### config.mk
export PLATFORM = sky130hd
export DESIGN_NAME = note_spawner
export DESIGN_NICKNAME = d
export VERILOG_FILES = /design/src/rtl/note_spawner.sv
export SDC_FILE = /design/constraint.sdc
export NUM_CORES = 1
export LEC_CHECK = 0
export CAP_MARGIN = 10
export CORE_MARGIN = 8
export CORE_UTILIZATION = 31
export CTS_BUF_LIST = sky130_fd_sc_hd__clkbuf_4 sky130_fd_sc_hd__clkbuf_8
export DETAILED_ROUTE_END_ITERATION = 6
export GPL_TIMING_DRIVEN = 0
export PLACE_DENSITY_LB_ADDON = 0.2
export SLEW_MARGIN = 25
export SYNTH_ARGS = -nofsm -noshare
export SYNTH_HDL_FRONTEND = slang
export SYNTH_SLANG_ARGS = --single-unit
### constraint.sdc
create_clock -name clk -period 2.8 [get_ports clk]
set_input_delay 0.7 -clock clk [delete_from_list [all_inputs] [get_ports clk]]
set_output_delay 0.7 -clock clk [all_outputs]
set_load 0.02 [all_outputs]
### src/rtl/note_spawner.sv
// Packs the serial random stream into a lane mask plus roll and spawns notes on beats; output is held valid/ready.
// Optional NOTE_SPAWNER_STATS_EN adds saturating accepted-note and missed-beat counters.
module note_spawner #(
  parameter int LANES        = 4,
  parameter int DENSITY_BITS = 2
) (
  input  logic                    clk,
  input  logic                    reset,
  input  logic                    rand_bit,
  input  logic                    enable,
  input  logic                    beat_tick,
  input  logic [DENSITY_BITS-1:0] density,
  output logic                    note_valid,
  output logic [LANES-1:0]        note_lanes,
  input  logic                    note_ready,
`ifdef NOTE_SPAWNER_STATS_EN
  output logic [15:0]             note_count,
  output logic [15:0]             miss_count,
`endif
  output logic                    overrun
);

  localparam int W  = LANES + DENSITY_BITS;
  localparam int CW = $clog2(W + 1);
  localparam logic [CW-1:0] FULL = CW'(W);

  localparam logic [1:0] IDLE    = 2'd0;
  localparam logic [1:0] COLLECT = 2'd1;
  localparam logic [1:0] OFFER   = 2'd2;

  logic [1:0]              state;
  logic [W-1:0]            shreg;
  logic [CW-1:0]           bit_cnt;
  logic [LANES-1:0]        lanes_raw;
  logic [LANES-1:0]        lanes_fix;
  logic [DENSITY_BITS-1:0] roll;
  logic                    decide;

  assign lanes_raw = shreg[W-1:DENSITY_BITS];
  assign roll      = shreg[DENSITY_BITS-1:0];
  // An all-zero mask would be an invisible note, so lane 0 is forced.
  assign lanes_fix = (lanes_raw == '0) ? LANES'(1) : lanes_raw;
  assign decide    = (state == COLLECT) && enable && beat_tick && (bit_cnt == FULL);

  always_ff @(posedge clk or negedge reset) begin
    if (!reset) begin
      state      <= IDLE;
      shreg      <= '0;
      bit_cnt    <= '0;
      note_valid <= 1'b0;
      note_lanes <= '0;
      overrun    <= 1'b0;
    end else begin
      shreg   <= {shreg[W-2:0], rand_bit};
      overrun <= 1'b0;
      if (decide)
        bit_cnt <= '0;
      else if (bit_cnt != FULL)
        bit_cnt <= bit_cnt + 1'b1;

      case (state)
        IDLE: begin
          if (enable)
            state <= COLLECT;
        end
        COLLECT: begin
          if (!enable)
            state <= IDLE;
          else if (decide && (roll < density)) begin
            note_lanes <= lanes_fix;
            note_valid <= 1'b1;
            state      <= OFFER;
          end
        end
        OFFER: begin
          if (note_ready) begin
            note_valid <= 1'b0;
            note_lanes <= '0;
            state      <= enable ? COLLECT : IDLE;
          end else if (beat_tick) begin
            overrun <= 1'b1;
          end
        end
        default: state <= IDLE;
      endcase
    end
  end

`ifdef NOTE_SPAWNER_STATS_EN
  always_ff @(posedge clk or negedge reset) begin
    if (!reset) begin
      note_count <= '0;
      miss_count <= '0;
    end else begin
      if ((state == OFFER) && note_ready && (note_count != 16'hFFFF))
        note_count <= note_count + 16'd1;
      if ((state == OFFER) && !note_ready && beat_tick && (miss_count != 16'hFFFF))
        miss_count <= miss_count + 16'd1;
    end
  end
`endif

endmodule

Word-level counts from Yosys, hierarchy flattened
Cells that the tools add are included.

operators by class
  add/subtract/negate cells = 1
  magnitude comparators = 1
  eq/ne operators = 9
  muxes and demuxes = 20
  reductions and logical operators = 10

operator list
  kind                                                                     count
  4-bit 2-to-1 mux                                                         4
  2-bit 2-to-1 mux                                                         4
  4-bit case mux with 2 select lines                                       1
  1-bit 2-to-1 mux                                                         7
  3-bit 2-to-1 mux                                                         2
  2-bit inequality test, second input constant                             3
  2-bit case mux with 3 select lines                                       1
  1-bit logical AND                                                        4
  4-bit zero test                                                          1
  4-bit AND reduction                                                      1
  2-bit nonzero test                                                       2
  3-bit by 1-bit adder with 3-bit output, second input constant            1
  3-bit == test, second input constant                                     1
  3-bit by 2-bit inequality test with 1-bit output, second input constant  1
  3-bit inequality test, second input constant                             1
  3-bit AND reduction                                                      1
  2-bit by 1-bit == test with 1-bit output, second input constant          1
  2-bit == test, second input constant                                     1
  2-bit zero test                                                          1
  2-bit less-than comparator                                               1
  2-bit by 1-bit inequality test with 1-bit output, second input constant  1
  1-bit case mux with 2 select lines                                       1

word-level totals
  register bits = 17
  input port bits = 8
  word-level logic and storage cells = 47

Logic depth before layout (Yosys ltp)
  depth after elaboration = 8
  gate-level depth with buffers = 6

Worst setup path after synthesis
No wires, ideal clock.

  path type = in2reg
  start point = input density[1]
  end point = register note_lanes[0]
  setup time = 125 ps
  arrival time = 1616 ps
  data required time = 2675 ps
  slack = 1059 ps
  stages = 5
  path buffers = 1
  path through = inv_1 -> ha_1 -> a2111o_1 -> buf_6 -> mux2i_1

between the ends
  cells in the longest elaborated chain, start to end = 4

RTL lines
  item                                                        line  text
  start, declared                                             12    input logic [DENSITY_BITS-1:0] density,
  2-bit less-than comparator                                  69    else if (decide && (roll < density)) begin
  1-bit logical AND                                           69
  2-bit by 1-bit inequality test with 1-bit output (no line)  --
  4-bit AND reduction (no line)                               --
  end signal, assigned                                        70    note_lanes <= lanes_fix;
  end, declared                                               14    output logic [LANES-1:0] note_lanes,

No other way between the ends.
A chain may end at the register's enable or synchronous reset.

Final worst setup path
  start point = register note_lanes[0]
  end point = output note_lanes[0]

No word-level cell between the ends.

==> results.md <==
- Status: finished clean
- # port buffers: 13
- Final slew viol count: 0
- Yosys warning total: 0
- Worst R2R Setup Slack: 1180 ps
- Crit path DAT: 1260 ps
- Clk root buf: clkbuf_4
- Post-Syn Nets: 68
- Register area: 425 um^2
- Comb pwr share: 0.326
- R2r startpoint: bit_cnt[0]
- Pwr dens: 773 nW/um^2
- DRT Pass-1 Iters: 2
- Die Wd: 64.0 um
- Clock Skew: 7.35 ps
- RD Place Congestion: 0.699
- Initial antenna violation count: 0
- P&R area growth vs syn: 27.0%
- Design area: 906 um^2
- Min cycle time layout: 1960 ps
- Number of hold violations in the final report: 0
- Primary FF master, synth: dfrtp_1
- CP max stage cell: clkdlybuf4s50_1
- Setup violators final: 0
- Synth Area per Inst: 12.5 um^2
- Crit Path Max Fanout: 2
- Area of the core: 2190 um^2
- Switching share of total power: 0.329
- Post-synthesis simple-gate area fraction: 0.133
- Routed WL per cell: 11.7 um
- Routed Antenna Nets: 0
- Post-synth top area share: 0.596
- Nets@finish: 86
- Worst hold stages: 0
- Slowest cell delay on critical path: approximately 610 ps
- Clock Power Share: 0.189
- Die area: 4090 um^2
- Count of cell types in the netlist: 19
- Fin crit share: 0.700
- Max H-tree Level: 1
- Synth cell count leaders: 17 x dfrtp_1, 8 x inv_1, 7 x nand2_1
- Clk Latency, worst-skew pair: 290 ps
- Gr usage total: 0.0691
- Peak supply drop: ~460 uV
- Filler cells: 207
- Synthesis-stage register bit count: 17
- Initial core utilization: 0.326
- Mapped Cells: 57
- RR Endpoint: note_lanes[2]
- CP endpoint kind: primary output
- WHS Endpoint: shreg[4]
- Compound-Gate Fraction of Synth Area: 0.0754
- Reg power frac: 0.486
- CP required: about 2100 ps
- Routed vias/inst: 4.48
- CTS Buf Count: 3
- Buf/Inv on CP: 1
- CTS Buffer Depth: 2
- First-pass GRT wire length: approximately 2300 um
- Register area share after synthesis: 0.596
- Delay-heaviest family, CP: buffers and inverters
- Dpl hpwl: 898 um
- Post-CTS Setup Bufs: 0
- Synth Area in Adders: 0.0526
- Post-route DRC: 0
- Post-Synth XOR/XNOR Area: 0
- EDFF count, synth: 0
- Largest area contributor in the netlist: dfrtp_1
- Combinational family with the most area after synthesis: simple AND/OR/NAND/NOR gates
- Switch Pwr: 0.000231 W
- Most numerous cell in the Yosys netlist: dfrtp_1
- Max Fclk: 0.510 GHz
- Largest cells by area after synthesis: dfrtp_1 60%, mux2i_1 8.4%, ha_1 5.3%
- Grt total ovfl: 0
- Mux contribution to synthesized area: 0.0842
- I/O pin cnt: 14
- Final WL: 1190 um
- Critical Path Start Type: flop
- Inserted Diodes: 0
- Hold crit path type: flop to flop
- Post-CTS sizing: 0
- Cell Chain, Critical Path: clkdlybuf4s50_1
- Cell area after placement: slightly below 900 um^2
- Area of the multi-input gates: 246 um^2
- Site row count: 17
- Asr flop ratio synth: 1.00
- Post-CTS Hold Buffers: 0
- Reg clk slew, reported paths: 100 ps
- HP Start: shreg[3]
- Fin Setup TNS: 0 ps
- Total standard cell area after synthesis: 713 um^2
- Setup CP Type: flop to primary output
- DRT iter0 DRCs: 14
- Vias: 457
- Worst Reg-to-Reg Cells: 6
- Number of global-route vias before repair: between 500 and 600
- CTS tree: built
- Largest net degree at the start of global routing: 18
- Worst-Margin Slew: 743 ps
- Pint: 0.000470 W
- Number of max-cap violations: 0
- Share of cells above drive strength 1: 0.108
- Leakage: ~0.45 nW
- Die Y: 64.0 um
- TritonCTS Sinks: 17
- Slew Limit Headroom: 0.503
- Unrepaired setup endpoints after global routing: no
flip-flops by register name (all words and copies together) (netlist names):
name and flops:
bit_cnt 3, note_lanes 4, note_valid 1, overrun 1, shreg 6, state 2
cell families after synthesis:
family / after synthesis
DFF: 17
AOI/OAI and AO/OA: 8
adders and majority gates: 3
and+or+nand+nor: 14
buffers and inverters: 9
muxes: 6
layer usage:
| layer | part of all wire | wire (um) | GRT usage | up-vias |
|---|---|---|---|---|
| li1 | - | - | - | 227 |
| met2 | 0.44 | 520 | 0.110 | 14 |
| met3 | 0.098 | 117 | 0.0453 | 2 |
| met5 | 0 | 0 | 0 | - |
| met1 | 0.45 | 540 | 0.0711 | 214 |
| met4 | 0.0093 | 11 | 0.0251 | 0 |
cell type report:
class                   count  share of cell area
clock buffers               3              0.0249
plain buffers               1              0.0124
inverters                   8              0.0331
clock inverters             1             0.00552
well taps                  28              0.0387
repair buffers             13               0.144
multi-input cells          31               0.272
flip-flops and latches     17               0.470
stage by stage:
stage	hold WS [ps]	worst slack (ps)	utilization	cells	total power, W
2_1_floorplan	346	1060	-	57	0.000479
3_3_place_gp	353	545	0.401	98	0.000570
3_5_place_dp	358	547	0.401	98	0.000579
4_1_cts	375	819	0.413	102	0.000713
5_1_grt	390	784	0.413	102	0.000755
6_report	374	841	0.413	102	0.000700
cell usage in the layout, fill, tap and decap left out, types with 2 or more instances in the layout:
cell,instances
dfrtp_1,17
clkdlybuf4s50_1,13
inv_1,8
nand2_1,7
mux2i_1,6
ha_1,3
clkbuf_4,3
o21ai_0,2
a21oi_1,2
worst max path at each step:
stage,from,to,slack (ps),cells past startpoint
2_1_floorplan,density[1],note_lanes[0],1060,5
3_3_place_gp,density[1],note_lanes[0],540,6
3_5_place_dp,density[1],note_lanes[2],550,6
4_1_cts,note_lanes[0],note_lanes[0],820,1
5_1_grt,note_lanes[1],note_lanes[1],780,1
6_report,note_lanes[0],note_lanes[0],840,1
power by group through the flow:
stage,Clock [W],Sequential (W),Combinational (W)
floorplan,0,0.000378,0.000102
global placement,0,0.000345,0.000226
detailed placement,0,0.000346,0.000234
CTS,0.000138,0.000341,0.000233
global route,0.000148,0.000348,0.000260
finish,0.000132,0.000340,0.000228
Power figures use the tool's default switching activity.
